==> config.mk <==
export PLATFORM = sky130hd
export DESIGN_NAME = qaddsub_pipe
export DESIGN_NICKNAME = d
export VERILOG_FILES = /design/src/rtl/qaddsub_pipe.sv
export SDC_FILE = /design/constraint.sdc
export NUM_CORES = 1
export LEC_CHECK = 0
export ABC_CLOCK_PERIOD_IN_PS = 2000
export CAP_MARGIN = 20
export CORE_MARGIN = 4
export CORE_UTILIZATION = 55
export DETAILED_ROUTE_END_ITERATION = 6
export DONT_BUFFER_PORTS = 1
export GPL_ROUTABILITY_DRIVEN = 0
export HOLD_SLACK_MARGIN = 0.02
export PLACE_DENSITY = 0.7
export SYNTH_ARGS = -nofsm -noshare
export SYNTH_HDL_FRONTEND = slang
export SYNTH_SLANG_ARGS = --single-unit
==> constraint.sdc <==
create_clock -name clk -period 2 [get_ports clk]
set_input_delay 0 -clock clk [delete_from_list [all_inputs] [get_ports clk]]
set_output_delay 0 -clock clk [all_outputs]
set_load 0.02 [all_outputs]
==> src/rtl/qaddsub_pipe.sv <==
// rtl/qaddsub_pipe.sv - two-stage sign-magnitude fixed-point add/sub with valid/ready
// Stage 1 forms the raw magnitude and sign; stage 2 resolves overflow and normalises zero.
module qaddsub_pipe #(
   parameter int INT_W  = 15,
   parameter int FRAC_W = 16,
   parameter int SAT    = 0
) (
   input  logic                    clk,
   input  logic                    rst_n,
   input  logic                    in_valid,
   output logic                    in_ready,
   input  logic                    op,
   input  logic [INT_W+FRAC_W:0]   add1,
   input  logic [INT_W+FRAC_W:0]   add2,
   output logic                    out_valid,
   input  logic                    out_ready,
   output logic [INT_W+FRAC_W:0]   sum,
   output logic                    ovf
);

   localparam int MAG_W  = INT_W + FRAC_W;
   localparam int W      = MAG_W + 1;
   localparam bit SAT_EN = (SAT != 0);

   logic             sign_a;
   logic             sign_b;
   logic [MAG_W-1:0] mag_a;
   logic [MAG_W-1:0] mag_b;
   logic [MAG_W:0]   rmag_d;
   logic             rsign_d;

   logic             s1_valid;
   logic [MAG_W:0]   s1_rmag;
   logic             s1_rsign;

   logic             s2_adv;
   logic             s1_adv;

   logic             ovf_d;
   logic [MAG_W-1:0] mag_d;
   logic             sign_d;

   assign sign_a = add1[W-1];
   assign sign_b = add2[W-1] ^ op;
   assign mag_a  = add1[MAG_W-1:0];
   assign mag_b  = add2[MAG_W-1:0];

   // Subtraction is folded into the effective sign of the second operand.
   always_comb begin
      rmag_d  = '0;
      rsign_d = 1'b0;
      if (sign_a == sign_b) begin
         rmag_d  = {1'b0, mag_a} + {1'b0, mag_b};
         rsign_d = sign_a;
      end else if (mag_a > mag_b) begin
         rmag_d  = {1'b0, mag_a - mag_b};
         rsign_d = sign_a;
      end else if (mag_b > mag_a) begin
         rmag_d  = {1'b0, mag_b - mag_a};
         rsign_d = sign_b;
      end
   end

   assign s2_adv   = !out_valid || out_ready;
   assign s1_adv   = !s1_valid || s2_adv;
   assign in_ready = s1_adv;

   always_ff @(posedge clk or negedge rst_n) begin
      if (!rst_n) begin
         s1_valid <= 1'b0;
         s1_rmag  <= '0;
         s1_rsign <= 1'b0;
      end else if (s1_adv) begin
         s1_valid <= in_valid;
         if (in_valid) begin
            s1_rmag  <= rmag_d;
            s1_rsign <= rsign_d;
         end
      end
   end

   // Wrap drops the carry; a zero magnitude always leaves with a positive sign.
   always_comb begin
      ovf_d  = s1_rmag[MAG_W];
      mag_d  = s1_rmag[MAG_W-1:0];
      if (ovf_d && SAT_EN)
         mag_d = '1;
      sign_d = s1_rsign && (|mag_d);
   end

   always_ff @(posedge clk or negedge rst_n) begin
      if (!rst_n) begin
         out_valid <= 1'b0;
         sum       <= '0;
         ovf       <= 1'b0;
      end else if (s2_adv) begin
         out_valid <= s1_valid;
         if (s1_valid) begin
            sum <= {sign_d, mag_d};
            ovf <= ovf_d;
         end
      end
   end

endmodule

==> Flow_metrics.wiki, run 1 <==
{| class="wikitable"
! Metric !! Value
|-
| Status || finished, violations left
|-
| Failing checks || negative setup slack
|-
| Post-detailed-route via-to-cell ratio || 6.74
|-
| Register area share after synthesis || 20.8%
|-
| Total setup violations reported at the end of the flow || 32
|-
| Maximum operating frequency || 405 MHz
|-
| Iteration-0 DRC count of the detailed router || 1618
|-
| Number of synthesized flops with an enable pin || 0
|-
| Worst setup path startpoint || add2[28]
|-
| Total of max-cap violations || 0
|-
| Ys flop type || sky130_fd_sc_hd__dfrtp_1
|-
| Peak supply drop || 0.000602 V
|-
| Clock H-tree levels || 3
|-
| Count of cell types in the netlist || 78
|-
| Setup Skew || 0.00673 ns
|-
| Required arrival time at the worst endpoint || between 2 and 2.5 ns
|-
| Leading post-synthesis cells by cell area || sky130_fd_sc_hd__dfrtp_1, sky130_fd_sc_hd__ha_1, sky130_fd_sc_hd__a21oi_1, sky130_fd_sc_hd__inv_1, sky130_fd_sc_hd__mux2_2
|-
| Power density cells || 692 mW/mm^2
|-
| Termination of the worst setup path || s1_rmag[12]
|-
| N_diodes || 0
|-
| Vias in the first global route || 9343
|-
| Async set or reset register ratio after synthesis || 100%
|-
| Pin count of the biggest net entering global routing || 69
|-
| Core Box Area || ~0.015 sq mm
|-
| Cells after DPL || around 1500
|-
| Worst-Skew Late Latency || 0.33 ns
|-
| Worst min-delay path class || input pin to register
|-
| Cell Chain, Critical Path || ha_4 -> a21o_1 -> a21o_1 -> a221o_1 -> or3_4 -> buf_4 -> o21ai_2 -> buf_12 -> o21ai_0 -> a21o_1 -> a31oi_2 -> o21ai_1
|-
| Maximum buffer depth of the clock tree || 2
|-
| Core utilization of the finished layout || 85.2%
|-
| Combined global-route utilization of all metal layers || 35.3%
|-
| Number of remaining DRC errors || 0
|-
| Actual slew at the worst max-slew pin || 0.793 ns
|-
| Endpoint of the lowest-slack register-to-register path || s1_rmag[28]
|-
| Synthesized instance count || 1050
|-
| Arrival time of the worst setup path || ~2.7 ns
|-
| Leading cell types by count after synthesis || sky130_fd_sc_hd__a21oi_1, sky130_fd_sc_hd__inv_1, sky130_fd_sc_hd__ha_1
|-
| Global-route wire length before repair || 48000 microns
|-
| Nets || 1500
|-
| Antenna viol nets, final || 0
|-
| Depth of the worst register-to-register path || 5
|-
| Summed negative setup slack over all endpoints || -11.41 ns
|-
| First-pass iteration count of the detailed router || 6
|-
| Average cell area after synthesis || 7.79 sq um
|-
| Global-route congestion overflow total || 0
|-
| Part of the cycle the worst path needs || 124%
|-
| Sinks on the clock net || 68
|-
| Internal reg-to-reg setup slack || 0.25 ns
|-
| Area leader, netlist || sky130_fd_sc_hd__dfrtp_1
|-
| Via count || 10300
|-
| Post-placement cell area || 0.0108 sq mm
|-
| Initial core utilization || 56.3%
|-
| Stage delay of the slowest cell on the critical path || ~0.42 ns
|-
| Number of warning messages in the yosys log || 0
|-
| Die Area || about 0.017 sq mm
|-
| Normalized max-slew margin || approximately 47%
|-
| TritonCTS clock tree || done
|-
| Synthesis-stage register bit count || between 60 and 70
|-
| Filler cell count || 794
|-
| Horiz. Die Dim || 130 microns
|-
| Final wirelength || 33900 microns
|-
| Final count of pins violating max slew || 0
|-
| Type of element capturing the critical path || register
|-
| Shortest clock period the worst path allows after layout || around 2.5 ns
|-
| Post-route cell area || 0.0124 sq mm
|-
| Die Height || 130 microns
|-
| Number of clock buffers inserted by TritonCTS || 9
|-
| Fin worst setup slack || -0.471 ns
|-
| Initial antenna violation count || 0
|-
| Floorplan row count || 44
|-
| Category of the worst setup path launch point || input pin
|-
| Startpoint of the worst register-to-register path || s1_valid
|-
| Number of buffers added on ports || 0
|-
| Worst setup slack before clock tree synthesis || -0.823 ns
|-
| Ratio of cells with drive above 1 in the final layout || 42.0%
|-
| Unrepaired setup endpoints after global routing || yes
|-
| Critical-path maximum fanout || 14
|-
| Signed area change from the synthesized netlist to the final layout || 51.4%
|-
| Final number of hold-violating endpoints || 0
|-
| Area of the mapped netlist || 0.00818 sq mm
|-
| Leakage power || roughly 5.7 nW
|-
| Cell repeated most along the worst path || sky130_fd_sc_hd__a21o_1
|-
| Synthesized Nets || 1216
|-
| Clock root buffer master || sky130_fd_sc_hd__clkbuf_16
|-
| Post-detail-place hpwl || 22600 microns
|-
| Crit Path Category || input pin to register
|-
| Detail-routed net length per standard cell || 22.2 microns
|-
| Share of the synthesized area in the top cell type || 20.8%
|-
| Critical-path cell with the highest stage delay || sky130_fd_sc_hd__or3_4
|-
| I/O Pins || 104
|-
| Register clock-pin slew on the reported worst setup and hold paths || 0.05 ns
|-
| Post-route insts no fill || roughly 1500
|}
layout by cell type, fill, tap and decap left out, types with 21 or more instances in the layout:
cell type,n
sky130_fd_sc_hd__ha_4,23
sky130_fd_sc_hd__nor2_1,75
sky130_fd_sc_hd__ha_1,66
sky130_fd_sc_hd__dfrtp_1,68
sky130_fd_sc_hd__nand2_1,70
sky130_fd_sc_hd__a21o_1,29
sky130_fd_sc_hd__buf_4,303
sky130_fd_sc_hd__inv_1,86
sky130_fd_sc_hd__a21oi_1,85
sky130_fd_sc_hd__o21ai_0,41
sky130_fd_sc_hd__mux2_2,32
sky130_fd_sc_hd__o21ai_1,21
where the power goes:
part           switching (mW)  internal, mW
Sequential              0.682          1.79
Combinational            2.26          2.05
Clock                   0.563          1.21
through the flow:
| stage | hold WS, ns | power [mW] |
|---|---|---|
| 4_1_cts | 0.0422 | 8.02 |
| 6_report | 0.0147 | 8.56 |
| 3_3_place_gp | -0.294 | 5.78 |
| 2_1_floorplan | -0.296 | 4.45 |
| 3_5_place_dp | -0.294 | 5.88 |
| 5_1_grt | 0.0706 | 8.89 |
how the worst min path moves through the flow:
stage,depth (start not counted),from,end
after floorplan,0,rst_n,out_valid
after global placement,0,rst_n,sum[9]
after detailed placement,0,rst_n,sum[9]
after CTS,3,add2[29],s1_rmag[31]
after global routing,3,add2[29],s1_rmag[31]
final,3,add2[29],s1_rmag[31]
flip-flops by register name, indices dropped and copies added (netlist names):
name	cells
s1_rmag	32
sum	32
out_valid	1
ovf	1
s1_rsign	1
s1_valid	1
final cells by class:
cell class / instances / area (sq um) / area share (%)
Sequential cell: 68 / 1700 / 13.7
Timing Repair Buffer: 332 / 2660 / 21.5
Tap cell: 184 / 230 / 1.86
Inverter: 102 / 463 / 3.74
Clock buffer: 11 / 233 / 1.88
Multi-Input combinational cell: 821 / 6990 / 56.5
Clock inverter: 5 / 100 / 0.809
cell families after synthesis:
family / share of synthesized area, %
AO/OA/AOI/OAI: 32.1
AND/OR/NAND/NOR: 16.6
buffers and inverters: 8.03
adder cells (fa/ha/maj): 15.1
flip-flops: 20.8
multiplexers: 4.65
XOR/XNOR: 2.68
layer usage:
metal / GRT usage, % / part of all wire (%) / vias to the layer above
met4: 12.0 / 5.3 / 0
met2: 55.5 / 44 / 873
met3: 6.22 / 12 / 221
li1: - / - / 4401
met1: 49.2 / 38 / 4775
met5: 0 / 0 / -
timing repair:
item	CTS	global route
pin swaps	36	66
hold buffers	6	0
hold endpoints to repair	71	0
gates resized for setup	113	81
setup endpoints to repair	33	33
setup buffers	23	11
cloned	1	0
worst max-delay path, delay by kind of cell:
kind	cells	cell delay [ns]
buf+inv	2	0.36
fa+ha+maj	1	0.23
compound gates	8	1.65
simple gates	1	0.42
No activity file was read; power rests on OpenSTA's default activity.
==> inputs of run 2 (changes only) <==
ABC_CLOCK_PERIOD_IN_PS = 2900   (was 2000)
clock period = 2.9 ns   (was 2 ns; I/O delays follow)
==> run 2 against run 1 <==
- the run now ends clean
- final cell count down 15%
- worst hold slack improved by 0.023 ns
- sequential share of layout area grew 4.4 points
- via count down 17%
- die area unchanged
- clock power decreased by 29%
- power is 42% lower
- count of clock-buffer cells in the layout is 1 higher
- global-route usage fell by 6.0 points
- combinational power decreased by 54%
- worst setup slack better by 0.76 ns
- first-iteration DRC count fell by 29%
- critical endpoint is now s1_rmag[19]
- largest power group unchanged
==> Flow_metrics.wiki, run 2 (synthesis gave the netlist of run 1 again) <==
{| class="wikitable"
! Metric !! Value
|-
| Peak supply drop || 0.000333 V (-45%)
|-
| Final count of pins violating max slew || 0 (unchanged)
|-
| Vias in the first global route || 7730 (-17%)
|-
| Normalized max-slew margin || 42.8% (-4.0 points)
|-
| Hold bufs inserted after CTS || 5 (-1)
|-
| Number of instances on the worst hold path || 3 (unchanged)
|-
| Core utilization of the finished layout || 64.5% (-21 points)
|-
| Via count || 8489 (-17%)
|-
| Switching power || 1.95 mW (-44%)
|-
| Resized Gates After CTS || 0 (-100%)
|-
| First-pass iteration count of the detailed router || 5 (-1)
|-
| Number of remaining DRC errors || 0 (unchanged)
|-
| Ratio of cells with drive above 1 in the final layout || 15.4% (-27 points)
|-
| Clock H-tree levels || 3 (unchanged)
|-
| Maximum operating frequency || 383 MHz
|-
| Register clock-pin slew on the reported worst setup and hold paths || 0.05 ns (about the same)
|-
| Horiz. Die Dim || 130 microns (unchanged)
|-
| Setup repair bufs after CTS || 0 (-100%)
|-
| Worst hold endpoint || s1_rmag[31]
|-
| Summed negative setup slack over all endpoints || 0 ns (+11.41 ns)
|-
| Nets || 1275 (-15%)
|-
| Final number of hold-violating endpoints || 0 (unchanged)
|-
| Final wirelength || 25400 microns (-25%)
|-
| Die Height || 130 microns (unchanged)
|-
| Total setup violations reported at the end of the flow || 0 (-100%)
|-
| Depth of the worst register-to-register path || 5 (unchanged)
|-
| Startpoint of the worst register-to-register path || out_valid
|-
| Internal reg-to-reg setup slack || 0.74 ns (+0.49 ns)
|-
| Category of the worst setup path launch point || input pin
|-
| Cell internal power dissipation || 2.99 mW (-41%)
|-
| Arrival time of the worst setup path || 2.83 ns (+0.16 ns)
|-
| Initial core utilization || 56.3% (unchanged)
|-
| Crit Path Category || input pin to register
|-
| Number of buffers added on ports || 0 (unchanged)
|-
| Die Area || 0.0169 sq mm (unchanged)
|-
| Stage delay of the slowest cell on the critical path || 0.53 ns (+0.11 ns)
|-
| Post-detailed-route via-to-cell ratio || 6.54 (-3.0%)
|-
| Power density cells || 528 mW/mm^2 (-24%)
|-
| Leakage power || 4.37 nW (-23%)
|-
| Pin count of the biggest net entering global routing || 69 (unchanged)
|-
| Leading cell types in the layout, fill and taps excluded || sky130_fd_sc_hd__inv_1, sky130_fd_sc_hd__a21oi_1, sky130_fd_sc_hd__buf_4, sky130_fd_sc_hd__ha_1, sky130_fd_sc_hd__nor2_1
|-
| Global-route congestion overflow total || 0 (unchanged)
|-
| I/O Pins || 104 (unchanged)
|-
| Fin worst setup slack || 0.286 ns (+0.757 ns)
|-
| Worst min-delay path class || input pin to register
|-
| Post-detail-place hpwl || 20200 microns (-11%)
|-
| Clock root buffer master || sky130_fd_sc_hd__clkbuf_16
|-
| Sinks on the clock net || 68 (unchanged)
|-
| Actual slew at the worst max-slew pin || 0.853 ns (+0.0603 ns)
|-
| Hold_sp || add2[29]
|-
| Total of max-cap violations || 0 (unchanged)
|-
| Initial antenna violation count || 0 (unchanged)
|-
| Detail-routed net length per standard cell || 19.6 microns (-12%)
|-
| Clock power share || 25.6% (+4.9 points)
|-
| Worst-Skew Late Latency || 0.33 ns (about the same)
|-
| Maximum buffer depth of the clock tree || 2 (unchanged)
|-
| Antenna viol nets, final || 0 (unchanged)
|-
| Endpoint of the lowest-slack register-to-register path || s1_rmag[30]
|-
| Floorplan row count || 44 (unchanged)
|-
| Signed area change from the synthesized netlist to the final layout || 14.6%
|-
| Type of element capturing the critical path || register
|-
| Cell Chain, Critical Path || inv_1 -> ha_1 -> buf_4 -> a21oi_1 -> o21ai_0 -> a2111oi_0 -> a21oi_1 -> o21ai_1 -> nor2_2 -> buf_4 -> a221oi_1 -> nor3_1 -> o31a_1
|-
| Status || complete, no violations
|-
| Filler cell count || 1273 (+60%)
|-
| Global-route wire length before repair || 40100 microns (-16%)
|-
| Worst setup slack before clock tree synthesis || 0.0649 ns (+0.888 ns)
|-
| Portion of total power attributed to sequential cells || 34.1% (+5.2 points)
|-
| TritonCTS clock tree || done
|-
| Part of the cycle the worst path needs || 90.1%
|-
| Shortest clock period the worst path allows after layout || 2.61 ns
|-
| Core Box Area || 0.0145 sq mm (unchanged)
|-
| Unrepaired setup endpoints after global routing || no
|-
| Critical-path maximum fanout || 14 (unchanged)
|-
| Combined global-route utilization of all metal layers || 29.4% (-6.0 points)
|-
| Critical-path cell with the highest stage delay || sky130_fd_sc_hd__a2111oi_0
|-
| Post-route cell area || 0.00938 sq mm (-24%)
|-
| Biggest registers after layout || s1_rmag (32), sum (32)
|-
| N_diodes || 0 (unchanged)
|-
| Fraction of power consumed by combinational cells || 40.3% (-10 points)
|-
| Required arrival time at the worst endpoint || 3.11 ns (+0.91 ns)
|-
| Iteration-0 DRC count of the detailed router || 1145 (-29%)
|-
| Post-placement cell area || 0.00896 sq mm (-17%)
|-
| Switching portion of total power || 39.5% (-1.5 points)
|-
| Setup Skew || 0.00217 ns (-0.00456 ns)
|-
| Number of clock buffers inserted by TritonCTS || 9 (unchanged)
|}
-- run 2: cell count changes in the layout (fill, tap and decap cells not counted), moves of 9 or more --
| cell | delta |
|---|---|
| sky130_fd_sc_hd__buf_6 | -16 |
| sky130_fd_sc_hd__a21oi_1 | +17 |
| sky130_fd_sc_hd__buf_4 | -204 |
| sky130_fd_sc_hd__a21oi_2 | -17 |
| sky130_fd_sc_hd__o21ai_2 | -9 |
| sky130_fd_sc_hd__inv_1 | +16 |
| sky130_fd_sc_hd__o21ai_1 | -10 |
| sky130_fd_sc_hd__ha_1 | +28 |
| sky130_fd_sc_hd__a221oi_1 | +10 |
| sky130_fd_sc_hd__o21ai_0 | +20 |
| sky130_fd_sc_hd__ha_4 | -23 |
| sky130_fd_sc_hd__o221ai_1 | +13 |
-- run 2: per-layer routing --
metal / GRT usage (%) / share of wire, % / vias up
met2: 43.4 / 43 / 542
met3: 5.89 / 12 / 47
met1: 43.7 / 44 / 3956
li1: - / - / 3944
met4: 7.46 / 1.5 / 0
met5: 0 / 0 / -
-- run 2: worst max-delay path by stage --
stage	start	to	slack, ns
global route	add1[26]	s1_rmag[3]	0.13
CTS	add1[28]	s1_rmag[3]	0.35
floorplan	add1[28]	s1_rmag[26]	0.28
detailed placement	add1[30]	s1_rmag[18]	0.06
global placement	add2[0]	s1_rmag[24]	0.04
finish	add1[30]	s1_rmag[19]	0.29
-- run 2: power by group through the flow --
stage | clock network, mW | registers [mW] | logic (mW)
final | 1.27 | 1.69 | 1.99
after global routing | 1.32 | 1.73 | 2.15
after CTS | 1.28 | 1.69 | 1.94
after detailed placement | 0 | 1.71 | 1.90
after global placement | 0 | 1.69 | 1.87
after floorplan | 0 | 1.60 | 1.34
-- run 2: worst max-delay path, delay by kind of cell --
kind,cells,cell delay [ns]
AOI/OAI and AO/OA,7,1.89
buffers and inverters,3,0.40
adders and majority gates,1,0.31
and+or+nand+nor,2,0.22
-- run 2: through the flow --
step / total power [mW] / hold slack (ns) / instances
after CTS: 4.91 / 0.0352 / 1298
after global routing: 5.20 / 0.0938 / 1298
after detailed placement: 3.60 / -0.294 / 1277
after global placement: 3.56 / -0.294 / 1277
after floorplan: 2.95 / -0.296 / 1050
final: 4.95 / 0.0372 / 1298
-- run 2: area by class of cell --
class / instances / area [sq um] / area share (%)
Timing Repair Buffer: 107 / 871 / 9.29
Clock inverter: 4 / 95.1 / 1.01
Multi-Input combinational cell: 821 / 5840 / 62.3
Sequential cell: 68 / 1700 / 18.2
Tap cell: 184 / 230 / 2.46
Clock buffer: 12 / 256 / 2.74
Inverter: 102 / 383 / 4.08
==> inputs of run 3 (changes only) <==
ABC_AREA = 1   (was default)
SLEW_MARGIN = 20   (was default)
==> run 3 against run 2 <==
- worst hold slack better by 0.046 ns
- combinational power up 6%
- core utilization down 5.8 points
- register-to-register slack better by 0.09 ns
- worst setup slack better by 0.41 ns
- critical path type unchanged
- critical endpoint is now s1_rmag[27]
- largest power group unchanged
==> Flow_metrics.wiki, run 3 <==
{| class="wikitable"
! Metric !! Value
|-
| Initial antenna violation count || 0 (unchanged)
|-
| Maximum buffer depth of the clock tree || 2 (unchanged)
|-
| Fin worst setup slack || 0.692 ns (+0.406 ns)
|-
| Number of remaining DRC errors || 0 (unchanged)
|-
| Sinks on the clock net || 68 (unchanged)
|-
| Total setup violations reported at the end of the flow || 0 (unchanged)
|-
| Ys flop type || sky130_fd_sc_hd__dfrtp_1
|-
| Leading cell types in the layout, fill and taps excluded || sky130_fd_sc_hd__nand2_1, sky130_fd_sc_hd__inv_1, sky130_fd_sc_hd__nor2_1, sky130_fd_sc_hd__a21oi_1, sky130_fd_sc_hd__ha_1
|-
| Worst setup slack before clock tree synthesis || 0.459 ns (+0.394 ns)
|-
| Antenna viol nets, final || 0 (unchanged)
|-
| Switching portion of total power || 45.9% (+6.4 points)
|-
| Total of max-cap violations || 0 (unchanged)
|-
| Post-route cell area || 0.0102 sq mm (+8.7%)
|-
| Part of the cycle the worst path needs || 76.1% (-14 points)
|-
| Ratio of cells with drive above 1 in the final layout || 6.12% (-9.2 points)
|-
| Worst min-delay path class || input pin to register
|-
| Synthesized instance count || 1647 (+57%)
|-
| Type of element capturing the critical path || register
|-
| Most common cell in the synthesized netlist || sky130_fd_sc_hd__nand2_1
|-
| Clock power share || 21.3% (-4.3 points)
|-
| Floorplan row count || 48 (+9.1%)
|-
| Leading cell types by count after synthesis || sky130_fd_sc_hd__nand2_1, sky130_fd_sc_hd__inv_1, sky130_fd_sc_hd__nor2_1
|-
| Leakage power || 5.64 nW (+29%)
|-
| Power density cells || 468 mW/mm^2 (-11%)
|-
| Maximum operating frequency || 453 MHz (+18%)
|-
| Iteration-0 DRC count of the detailed router || 1205 (+5.2%)
|-
| Required arrival time at the worst endpoint || 3.16 ns (+0.05 ns)
|-
| Global-route congestion overflow total || 0 (unchanged)
|-
| Multi-input gate area in the final layout || 0.00669 sq mm (+15%)
|-
| Share of the synthesized area in the top cell type || 19.6% (-1.2 points)
|-
| Post-detailed-route via-to-cell ratio || 5.58 (-15%)
|-
| Leading post-synthesis cells by cell area || sky130_fd_sc_hd__nand2_1, sky130_fd_sc_hd__dfrtp_1, sky130_fd_sc_hd__ha_1, sky130_fd_sc_hd__inv_1, sky130_fd_sc_hd__a21oi_1
|-
| Final wirelength || 31300 microns (+23%)
|-
| Setup Skew || 0.00513 ns (+0.00296 ns)
|-
| Portion of total power attributed to sequential cells || 34.5% (+0.4 points)
|-
| Compound-Gate Fraction of Synth Area || 15.0% (-17 points)
|-
| Clock root buffer master || sky130_fd_sc_hd__clkbuf_16
|-
| Category of the worst setup path launch point || input pin
|-
| Area leader, netlist || sky130_fd_sc_hd__nand2_1
|-
| Multiplexer fraction of the synthesized cell area || 0.460% (-4.2 points)
|-
| Final count of pins violating max slew || 0 (unchanged)
|-
| Register clock-pin slew on the reported worst setup and hold paths || 0.05 ns (about the same)
|-
| Normalized max-slew margin || 34.0% (-8.9 points)
|-
| Synthesis-stage register bit count || 68 (unchanged)
|-
| Post-placement cell area || 0.00985 sq mm (+9.9%)
|-
| Most common library cell in the layout ignoring fill and taps || sky130_fd_sc_hd__nand2_1
|-
| Core Box Area || 0.0174 sq mm (+19%)
|-
| Unrepaired setup endpoints after global routing || no
|-
| Nets || 1795 (+41%)
|-
| Number of clock buffers inserted by TritonCTS || 9 (unchanged)
|-
| Number of warning messages in the yosys log || 0 (unchanged)
|-
| Global-route wire length before repair || 49100 microns (+22%)
|-
| Die Area || 0.0200 sq mm (+18%)
|-
| Setup repair bufs after CTS || 0 (unchanged)
|-
| N_diodes || 0 (unchanged)
|-
| Detail-routed net length per standard cell || 16.8 microns (-14%)
|-
| Peak supply drop || 0.000659 V (+98%)
|-
| Shortest clock period the worst path allows after layout || 2.21 ns (-0.406 ns)
|-
| Register area share after synthesis || 17.4% (-3.4 points)
|-
| Pin count of the biggest net entering global routing || 69 (unchanged)
|-
| Die Height || 141 microns (+8.8%)
|-
| Area of the mapped netlist || 0.00978 sq mm (+20%)
|-
| Async set or reset register ratio after synthesis || 100% (unchanged)
|-
| TritonCTS clock tree || done
|-
| Final number of hold-violating endpoints || 0 (unchanged)
|-
| Average cell area after synthesis || 5.94 sq um (-24%)
|-
| Number of synthesized flops with an enable pin || 0 (unchanged)
|-
| Biggest registers after layout || s1_rmag (32), sum (32)
|-
| Dominant combinational cell family by area after synthesis || simple AND/OR/NAND/NOR gates
|-
| Clock H-tree levels || 3 (unchanged)
|-
| Status || complete, no violations
|-
| XOR/XNOR Fraction of Synth Area || 3.67% (+0.99 points)
|-
| Fraction of power consumed by combinational cells || 44.2% (+3.9 points)
|-
| Vias in the first global route || 9520 (+23%)
|-
| Number of buffers added on ports || 0 (unchanged)
|-
| Worst-Skew Late Latency || 0.32 ns (about the same)
|-
| Horiz. Die Dim || 141 microns (+8.8%)
|-
| Critical-path maximum fanout || 22 (+8)
|-
| Initial core utilization || 56.4% (+0.091 points)
|-
| Cells after DPL || 1839 (+44%)
|-
| Cell internal power dissipation || 2.58 mW (-14%)
|-
| Internal reg-to-reg setup slack || 0.83 ns (+0.09 ns)
|-
| Filler cell count || 1785 (+40%)
|-
| Actual slew at the worst max-slew pin || 0.990 ns (+0.136 ns)
|-
| Crit Path Category || input pin to register
|-
| Count of cell types in the netlist || 48 (-38%)
|-
| Arrival time of the worst setup path || 2.47 ns (-0.36 ns)
|-
| Signed area change from the synthesized netlist to the final layout || 4.21%
|-
| Via count || 10400 (+22%)
|-
| Synthesized Nets || 1813 (+49%)
|-
| Post-detail-place hpwl || 26200 microns (+30%)
|-
| Combined flip-flop and latch cell area || 0.00170 sq mm (unchanged)
|-
| Combined global-route utilization of all metal layers || 30.7% (+1.4 points)
|-
| First-pass iteration count of the detailed router || 5 (unchanged)
|-
| I/O Pins || 104 (unchanged)
|-
| Area share of fa/ha/maj cells after synthesis || 12.6% (-2.5 points)
|-
| Summed negative setup slack over all endpoints || 0 ns (unchanged)
|-
| Post-Synth Simple-Gate Area || 36.5% (+20 points)
|-
| Post-route insts no fill || 1858 (+43%)
|-
| Switching power || 2.19 mW (+12%)
|}
==> run 3: cell types whose count changed in the layout (fill, tap and decap cells not counted), sizes merged, moves of 18 or more <==
cell	before	now
nor2	82	166
inv	102	275
xor2	7	39
nand2b	20	0
o221ai	21	1
nand2	73	530
mux2	32	4
o21ai	73	102
buf	103	20
a21oi	102	130
a221o	18	0
nand3	17	96
a21o	29	4
==> run 3: area by class of cell <==
cell class / instances / share of cell area [%]
Clock buffer: 14 / 2.79
Clock inverter: 1 / 0.0491
Inverter: 276 / 10.2
Multi-Input combinational cell: 1251 / 65.6
Sequential cell: 68 / 16.7
Tap cell: 225 / 2.76
Timing Repair Buffer: 23 / 1.96
==> run 3: cell families after synthesis <==
| group | Yosys count |
|---|---|
| AOI/OAI and AO/OA | 269 |
| xor gates and xnor gates | 41 |
| and+or+nand+nor | 840 |
| buffers and inverters | 328 |
| adders and majority gates | 97 |
| muxes | 4 |
| DFF | 68 |
==> run 3: power by group through the flow <==
stage          sequential [mW]  clock, mW  combinational [mW]
2_1_floorplan             1.61          0                1.55
3_3_place_gp              1.66          0                2.00
3_5_place_dp              1.67          0                2.01
4_1_cts                   1.66       1.03                2.05
5_1_grt                   1.69       1.07                2.34
6_report                  1.65       1.02                2.11
==> run 3: routing by layer <==
metal	wire length [microns]	vias up	GRT usage (%)	part of all wire, %
li1	-	5098	-	-
met1	13300	4577	43.8	42
met2	13000	616	46.8	42
met3	3890	75	5.29	12
met4	1130	0	11.0	3.6
met5	0	-	0	0
==> run 3: final timing paths <==
kind                             start     endpoint  cells after the start
max in group asynchronous        rst_n  s1_rmag[31]                      2
hold / removal                add2[31]     s1_rsign                      3
setup / recovery               add1[2]  s1_rmag[27]                     18
setup reg to reg             out_valid   s1_rmag[3]                      6
min in group asynchronous        rst_n   s1_rmag[3]                      2
hold reg to reg            s1_rmag[19]  s1_rmag[19]                      2
==> run 3: timing repair <==
action / in CTS / in global routing
setup endpoints to repair: 0 / 0
hold buffers: 4 / 0
endpoints found under the hold margin: 70 / 0
resized for setup: 0 / 0
==> run 3: stage by stage <==
step / hold WS, ns / util (%) / total power [mW]
after floorplan: -0.296 / - / 3.16
after global placement: -0.294 / 56.7 / 3.66
after detailed placement: -0.294 / 56.7 / 3.68
after CTS: 0.0725 / 58.7 / 4.74
after global routing: 0.120 / 58.7 / 5.11
final: 0.0833 / 58.7 / 4.77
==> run 3: worst max-delay path, cell delays in order <==
cell	delay, ns
sky130_fd_sc_hd__inv_1	0.02
sky130_fd_sc_hd__ha_1	0.56
sky130_fd_sc_hd__nand2_1	0.15
sky130_fd_sc_hd__o21ai_2	0.21
sky130_fd_sc_hd__nand2_1	0.09
sky130_fd_sc_hd__nand2_2	0.10
sky130_fd_sc_hd__nand2_1	0.07
sky130_fd_sc_hd__nand2_2	0.08
sky130_fd_sc_hd__nand2_2	0.07
sky130_fd_sc_hd__nand2_4	0.09
sky130_fd_sc_hd__nand2_4	0.16
sky130_fd_sc_hd__inv_2	0.38
sky130_fd_sc_hd__nand2_1	0.12
sky130_fd_sc_hd__nand2_1	0.08
sky130_fd_sc_hd__nand2_1	0.05
sky130_fd_sc_hd__nand2_1	0.10
sky130_fd_sc_hd__nand2_1	0.05
sky130_fd_sc_hd__nand2_1	0.06
